## src/rtl/tow_match_ctrl.sv

```systemverilog
// tow_match_ctrl: tug-of-war match FSM; turns button edges into playfield strobes and keeps score.
module tow_match_ctrl #(
  parameter int WIN_SCORE   = 7,
  parameter int HOLD_CYCLES = 50_000_000
) (
  input  logic       clk,
  input  logic       reset,
  input  logic       start,
  input  logic       key_l,
  input  logic       key_r,
  input  logic [9:0] field_led,
  output logic       pf_reset,
  output logic       pf_lin,
  output logic       pf_rin,
  output logic [2:0] score_l,
  output logic [2:0] score_r,
  output logic       point_l,
  output logic       point_r,
  output logic [1:0] winner,
  output logic       playing
);
  localparam int CW = $clog2(HOLD_CYCLES);
  localparam logic [2:0] WIN = 3'(WIN_SCORE);
  localparam logic [CW-1:0] HOLD_LOAD = CW'(HOLD_CYCLES - 1);
  typedef enum logic [2:0] {IDLE, CENTRE, PLAY, HOLD, MATCH_OVER} state_t;
  state_t state;
  logic key_l_d, key_r_d, press_l, press_r;
  logic [CW-1:0] cnt;
  assign press_l = key_l & ~key_l_d;
  assign press_r = key_r & ~key_r_d;
  always_ff @(posedge clk or posedge reset) begin
    if (reset) begin
      state    <= IDLE;
      key_l_d  <= 1'b0;
      key_r_d  <= 1'b0;
      cnt      <= '0;
      pf_reset <= 1'b0;
      pf_lin   <= 1'b0;
      pf_rin   <= 1'b0;
      point_l  <= 1'b0;
      point_r  <= 1'b0;
      score_l  <= 3'd0;
      score_r  <= 3'd0;
      winner   <= 2'b00;
      playing  <= 1'b0;
    end else begin
      key_l_d  <= key_l;
      key_r_d  <= key_r;
      pf_reset <= 1'b0;
      pf_lin   <= 1'b0;
      pf_rin   <= 1'b0;
      point_l  <= 1'b0;
      point_r  <= 1'b0;
      case (state)
        IDLE: begin
          score_l <= 3'd0;
          score_r <= 3'd0;
          if (start) begin
            state    <= CENTRE;
            pf_reset <= 1'b1;
          end
        end
        CENTRE: begin
          state   <= PLAY;
          playing <= 1'b1;
        end
        PLAY: begin
          // simultaneous presses cancel each other
          if (press_r && !press_l) begin
            if (field_led[1]) begin
              score_r <= score_r + {2'b00, score_r != 3'd7};
              point_r <= 1'b1;
              state   <= HOLD;
              cnt     <= HOLD_LOAD;
              playing <= 1'b0;
            end else pf_rin <= 1'b1;
          end else if (press_l && !press_r) begin
            if (field_led[8]) begin
              score_l <= score_l + {2'b00, score_l != 3'd7};
              point_l <= 1'b1;
              state   <= HOLD;
              cnt     <= HOLD_LOAD;
              playing <= 1'b0;
            end else pf_lin <= 1'b1;
          end
        end
        HOLD: begin
          if (cnt == '0) begin
            if (score_l == WIN || score_r == WIN) begin
              state  <= MATCH_OVER;
              winner <= (score_l == WIN) ? 2'b10 : 2'b01;
            end else begin
              state    <= CENTRE;
              pf_reset <= 1'b1;
            end
          end else cnt <= cnt - 1'b1;
        end
        MATCH_OVER: begin
          if (start) begin
            score_l  <= 3'd0;
            score_r  <= 3'd0;
            winner   <= 2'b00;
            state    <= CENTRE;
            pf_reset <= 1'b1;
          end
        end
        default: state <= IDLE;
      endcase
    end
  end
endmodule

```

## config.mk

```make
export PLATFORM = sky130hd
export DESIGN_NAME = tow_match_ctrl
export DESIGN_NICKNAME = d
export VERILOG_FILES = /design/src/rtl/tow_match_ctrl.sv
export SDC_FILE = /design/constraint.sdc
export NUM_CORES = 1
export LEC_CHECK = 0
export CORE_MARGIN = 2
export CORE_UTILIZATION = 35
export DETAILED_ROUTE_END_ITERATION = 10
export DONT_BUFFER_PORTS = 1
export GPL_ROUTABILITY_DRIVEN = 0
export SETUP_SLACK_MARGIN = 0.1
export SYNTH_ARGS = -nofsm -noshare
export SYNTH_HDL_FRONTEND = slang
export SYNTH_SLANG_ARGS = --single-unit
```

## constraint.sdc

```tcl
create_clock -name clk -period 3.4 [get_ports clk]
set_input_delay 0.34 -clock clk [delete_from_list [all_inputs] [get_ports clk]]
set_output_delay 0.34 -clock clk [all_outputs]
set_load 0.02 [all_outputs]
```

# After elaboration in Yosys (flattened, before gate mapping)
# Index checks and enable logic that the tools add are counted.
[op_classes]
addsub = 3
n_mul = 0
div = 0
n_lt_le_gt_ge = 0
eq_ne = 21
n_shift = 0
muxes = 50
bitwise_logic = 4
n_reduce_logical = 18
[ops]
columns = ["cell", "n"]
rows = [
  ["two-way mux 26 bit", 5],
  ["case mux 26 bit (2 select lines)", 1],
  ["two-way mux 3 bit", 13],
  ["zero test 26 bit", 1],
  ["subtractor 26 x 1 -> 26 bit (second input constant)", 1],
  ["two-way mux 1 bit", 21],
  ["!= test 2 bit (second input constant)", 9],
  ["case mux 3 bit (3 select lines)", 2],
  ["!= test 3 bit (second input constant)", 5],
  ["AND reduction 5 bit", 3],
  ["case mux 3 bit (4 select lines)", 1],
  ["AND reduction 4 bit", 3],
  ["== test 3 bit (second input constant)", 3],
  ["two-way mux 2 bit", 4],
  ["adder 3 x 1 -> 3 bit", 2],
  ["== test 3 x 2 -> 1 bit (second input constant)", 2],
  ["nonzero test 2 bit", 3],
  ["case mux 1 bit (2 select lines)", 2],
  ["case mux 2 bit (2 select lines)", 1],
  ["== test 3 x 1 -> 1 bit (second input constant)", 1],
  ["zero test 3 bit", 1],
  ["nonzero test 3 bit", 1],
  ["bitwise AND 1 bit", 2],
  ["logical AND 1 bit", 2],
  ["other kinds (5)", 7],
]
[word_totals]
ff_bits = 45
latch_bits = 0
ramBits = 0
rom_bits = 0
in_bits = 15
n_memories = 0

# Logic depth before layout (Yosys ltp)
[depth]
depth_word = 7
depth_mapped = 10

# Worst setup path before layout
# OpenSTA, ideal clock, no wires.
[synth_path]
path_type = "register to register"
start = "register cnt[5]"
end = "register cnt[25]"
setup_ns = 0.132
arrival_ns = 2.421
t_required_ns = 3.268
path_slack_ns = 0.847
stages_incl_launch_ff = 7
period_less_slack_ns = 2.553
cell_sequence = "dfrtp_1 or4_4 or4_1 buf_2 a2111o_1 o21ai_1 or3b_1"
[synth_via]
elab_chain_cells = 3
[synth_rtl]
columns = ["element", "line", "text"]
rows = [
  ["start, declared", "28", "logic [CW-1:0] cnt;"],
  ["start signal, assigned", "96", "end else cnt <= cnt - 1'b1;"],
  ["subtractor 26 x 1 -> 26 bit / zero test 26 bit (equally long branches)", "96, 88", ""],
  ["two-way mux 26 bit / != test 2 bit (equally long branches)", "n/a", ""],
  ["case mux 26 bit (2 select lines) / AND reduction 5 bit (equally long branches)", "n/a", ""],
]
# Parallel ways exist; a longest one is shown, timed or not. The select of a mux whose other input is x is not followed.
# A chain may end at the register's enable or synchronous reset.

# Final worst setup path
[layout_path]
start = "register cnt[5]"
end = "register cnt[19]"
# The elaborated chain is that of the path after synthesis.

==> flow_metrics.py <==
metrics = {
    "status": {
        "status": "finished, final reports clean",
    },
    "logic_synthesis": {
        "ys.flop_type": "dfrtp_1",
        "synth-seq-cells": 45,
        "synth_cells": 258,
        "syn_area_per_cell_sq_um": 9.66,
        "syn_area_sq_um": 2490,
        "seq_area_frac_synth_pct": 45.2,
        "async_reset_ff_share_pct": 100,
        "synth_edf_count": 0,
        "yosysWarnings": 0,
        "synth_fp_nets": 281,
        "yosysUniqueCellTypes": 53,
    },
    "cells_and_area": {
        "final_common_cell": "dfrtp_1",
        "drive_gt1_share_pct": 7.39,
        "seq_area_sq_um": 1130,
        "final_cell_mix": "45 x dfrtp_1, 17 x nor2_1, 14 x nand2_1",
        "stdcell_count": 353,
        "multi_input_area_sq_um": 1290,
        "finalNetCount": 279,
        "antenna_cells": 0,
        "fillers": 694,
        "area_growth_pct": 9.34,
    },
    "clocking": {
        "clockBufferDepth": 2,
        "clk_pin_slew_ns": 0.09,
        "htreeDepth": 2,
        "hold_buffers": 0,
        "cts_sinks": 45,
        "cts_root_buffer": "clkbuf_8",
        "postCtsSetupBuffers": 0,
        "worstSkewPairLatency_ns": 0.31,
        "cts_resized": 0,
        "tritoncts": "yes",
        "cts_made_buffers": 5,
    },
    "routing": {
        "routedWlPerCell_microns": 15.6,
        "ant_nets": 0,
        "drt_iter0_drc": 126,
        "drc": 0,
        "avgViaCountPerCell": 5.64,
        "vias": 1990,
        "first_pass_iters": 4,
        "totalWireLength_mm": 5.52,
    },
    "critical_path": {
        "slowest_stage": "or4_4",
        "crit_start": "cnt[5]$_DFFE_PP0P_",
        "critPathKind": "flop to flop",
        "critPathMaxStageDelay_ns": 0.60,
        "crit_chain": "or4_4 -> or4_1 -> a2111o_1 -> o21ai_1 -> or3b_1",
        "worstSetupEndpoint": "cnt[19]$_DFFE_PP0P_",
        "rrSetupSlack_ns": 0.60,
        "r2r-end": "cnt[19]$_DFFE_PP0P_",
        "r2r_cells": 5,
        "cp.required_ns": 3.59,
        "cp_max_fo": 8,
        "arrival_ns": 2.98,
        "r2r-start": "cnt[5]$_DFFE_PP0P_",
        "cp-start-kind": "flop",
        "end_kind": "flop",
    },
    "global_route": {
        "globalRouteTotalUtil_pct": 15.1,
        "grt_use_met3_pct": 2.71,
        "grt-ovfl-total": 0,
        "met2_usage_pct": 21.5,
        "grt_pass1_wl_mm": 9.17,
        "busiest_layer": "met1",
        "antenna_found_initial": 0,
        "grt_max_degree": 46,
        "use_met1_pct": 22.6,
        "grt_pass1_vias": 1800,
    },
    "timing": {
        "finalHoldViolCount": 0,
        "rsz0062_at_grt": "false",
        "fin_crit_ns": 2.80,
        "maxSlewHeadroom_pct": 31.8,
        "setup_viol": 0,
        "worst_slew_pin_slew_ns": 1.01,
        "max_freq_ghz": 0.357,
        "slew_violations": 0,
        "skew_ns": 0.00813,
        "post-route-period-util_pct": 82.3,
        "tns_ns": 0,
    },
    "power": {
        "leakage_nw": 1.07,
        "power.total_mw": 1.59,
        "max-vdd-ir-drop_mv": 0.204,
        "p_per_area_nw_per_um2": 585,
    },
    "die": {
        "start_util_pct": 36.5,
        "ios": 29,
        "num_rows": 30,
        "die_w_microns": 88.4,
        "dieArea_sq_um": 7810,
        "core-area_sq_um": 6830,
        "die_y_microns": 88.4,
    },
    "worst_hold_path": {
        "hold_path_class": "input port to flop",
        "hold_depth": 0,
    },
    "placed_design": {
        "io_buffers": 0,
        "placed_cells": 345,
        "dp_hpwl_mm": 3.80,
    },
    "flow_run": {
        "cap_violations": 0,
    },
}
==> worst min-delay path by stage <==
| stage | from | to | slack, ns |
|---|---|---|---|
| 6_report | key_r | key_r_d$_DFF_PP0_ | 0.05 |
| 4_1_cts | key_r | key_r_d$_DFF_PP0_ | 0.05 |
| 3_3_place_gp | key_r | key_r_d$_DFF_PP0_ | 0.37 |
| 3_5_place_dp | key_r | key_r_d$_DFF_PP0_ | 0.37 |
| 2_1_floorplan | key_l | key_l_d$_DFF_PP0_ | 0.37 |
| 5_1_grt | key_r | key_r_d$_DFF_PP0_ | 0.04 |
==> cell usage after synthesis (all sizes together) (4+ instances only) <==
cell type   n  area, sq um
o31ai      12         90.1
nand3      13         65.1
a22o        4         35.0
a31oi       7         43.8
or3b        4         35.0
or3         7         46.3
nand2b      9         56.3
nor3       11         55.1
dfrtp      45         1130
nor4        5         37.5
o21ai      11         55.1
nor2       17         63.8
and4        5         43.8
clkbuf     10         37.5
ha          8          100
a21oi      11         55.1
nand2      14         52.6
inv         7         26.3
or4        15          118
==> registers in the layout (all words and copies together) (netlist names), 2 cells and up <==
register and count:
state 3, cnt 26, winner 2, score_l 3, score_r 3
==> area by class of cell <==
| class | instances | area share [%] |
|---|---|---|
| Timing Repair Buffer | 4 | 1.10 |
| Sequential cell | 45 | 41.3 |
| Clock inverter | 3 | 2.39 |
| Multi-Input combinational cell | 193 | 47.3 |
| Clock buffer | 5 | 2.53 |
| Inverter | 7 | 0.965 |
| Tap cell | 96 | 4.41 |
==> report_power, final <==
part	total [mW]	internal (mW)	leakage [nW]	switching (mW)
sequential	0.803	0.653	0.542	0.149
clock	0.487	0.292	0.0681	0.195
combinational	0.302	0.149	0.460	0.153
total	1.59	1.09	1.07	0.498
==> layer usage <==
layer / vias up / wire length (microns)
met5: - / 0
met4: 0 / 76
met3: 8 / 194
met2: 33 / 2450
met1: 962 / 2800
li1: 987 / -
==> worst max-delay path: cells and delay by family (launching register included) <==
kind,cells,cell delay (ns)
compound gates,2,0.69
flops,1,0.46
simple gates,3,1.52
==> kinds of logic after synthesis <==
logic type	after synthesis	synth area share, %
muxes	3	1.21
adders and majority gates	8	4.02
and+or+nand+nor	115	27.4
buffers and inverters	20	3.11
DFF	45	45.2
xor gates and xnor gates	3	1.05
AOI/OAI and AO/OA	64	18.0
==> stage by stage <==
| step | instance area, sq um | hold slack, ns | worst slack, ns | utilization (%) |
|---|---|---|---|---|
| finish | 2720 | 0.0536 | 0.603 | 39.9 |
| global route | 2720 | 0.0390 | 0.431 | 39.9 |
| CTS | 2720 | 0.0491 | 0.608 | 39.9 |
| detailed placement | 2590 | 0.372 | 0.625 | 37.9 |
| global placement | 2590 | 0.372 | 0.646 | 37.9 |
| floorplan | 2490 | 0.371 | 0.847 | - |
Power figures use the tool's default switching activity.
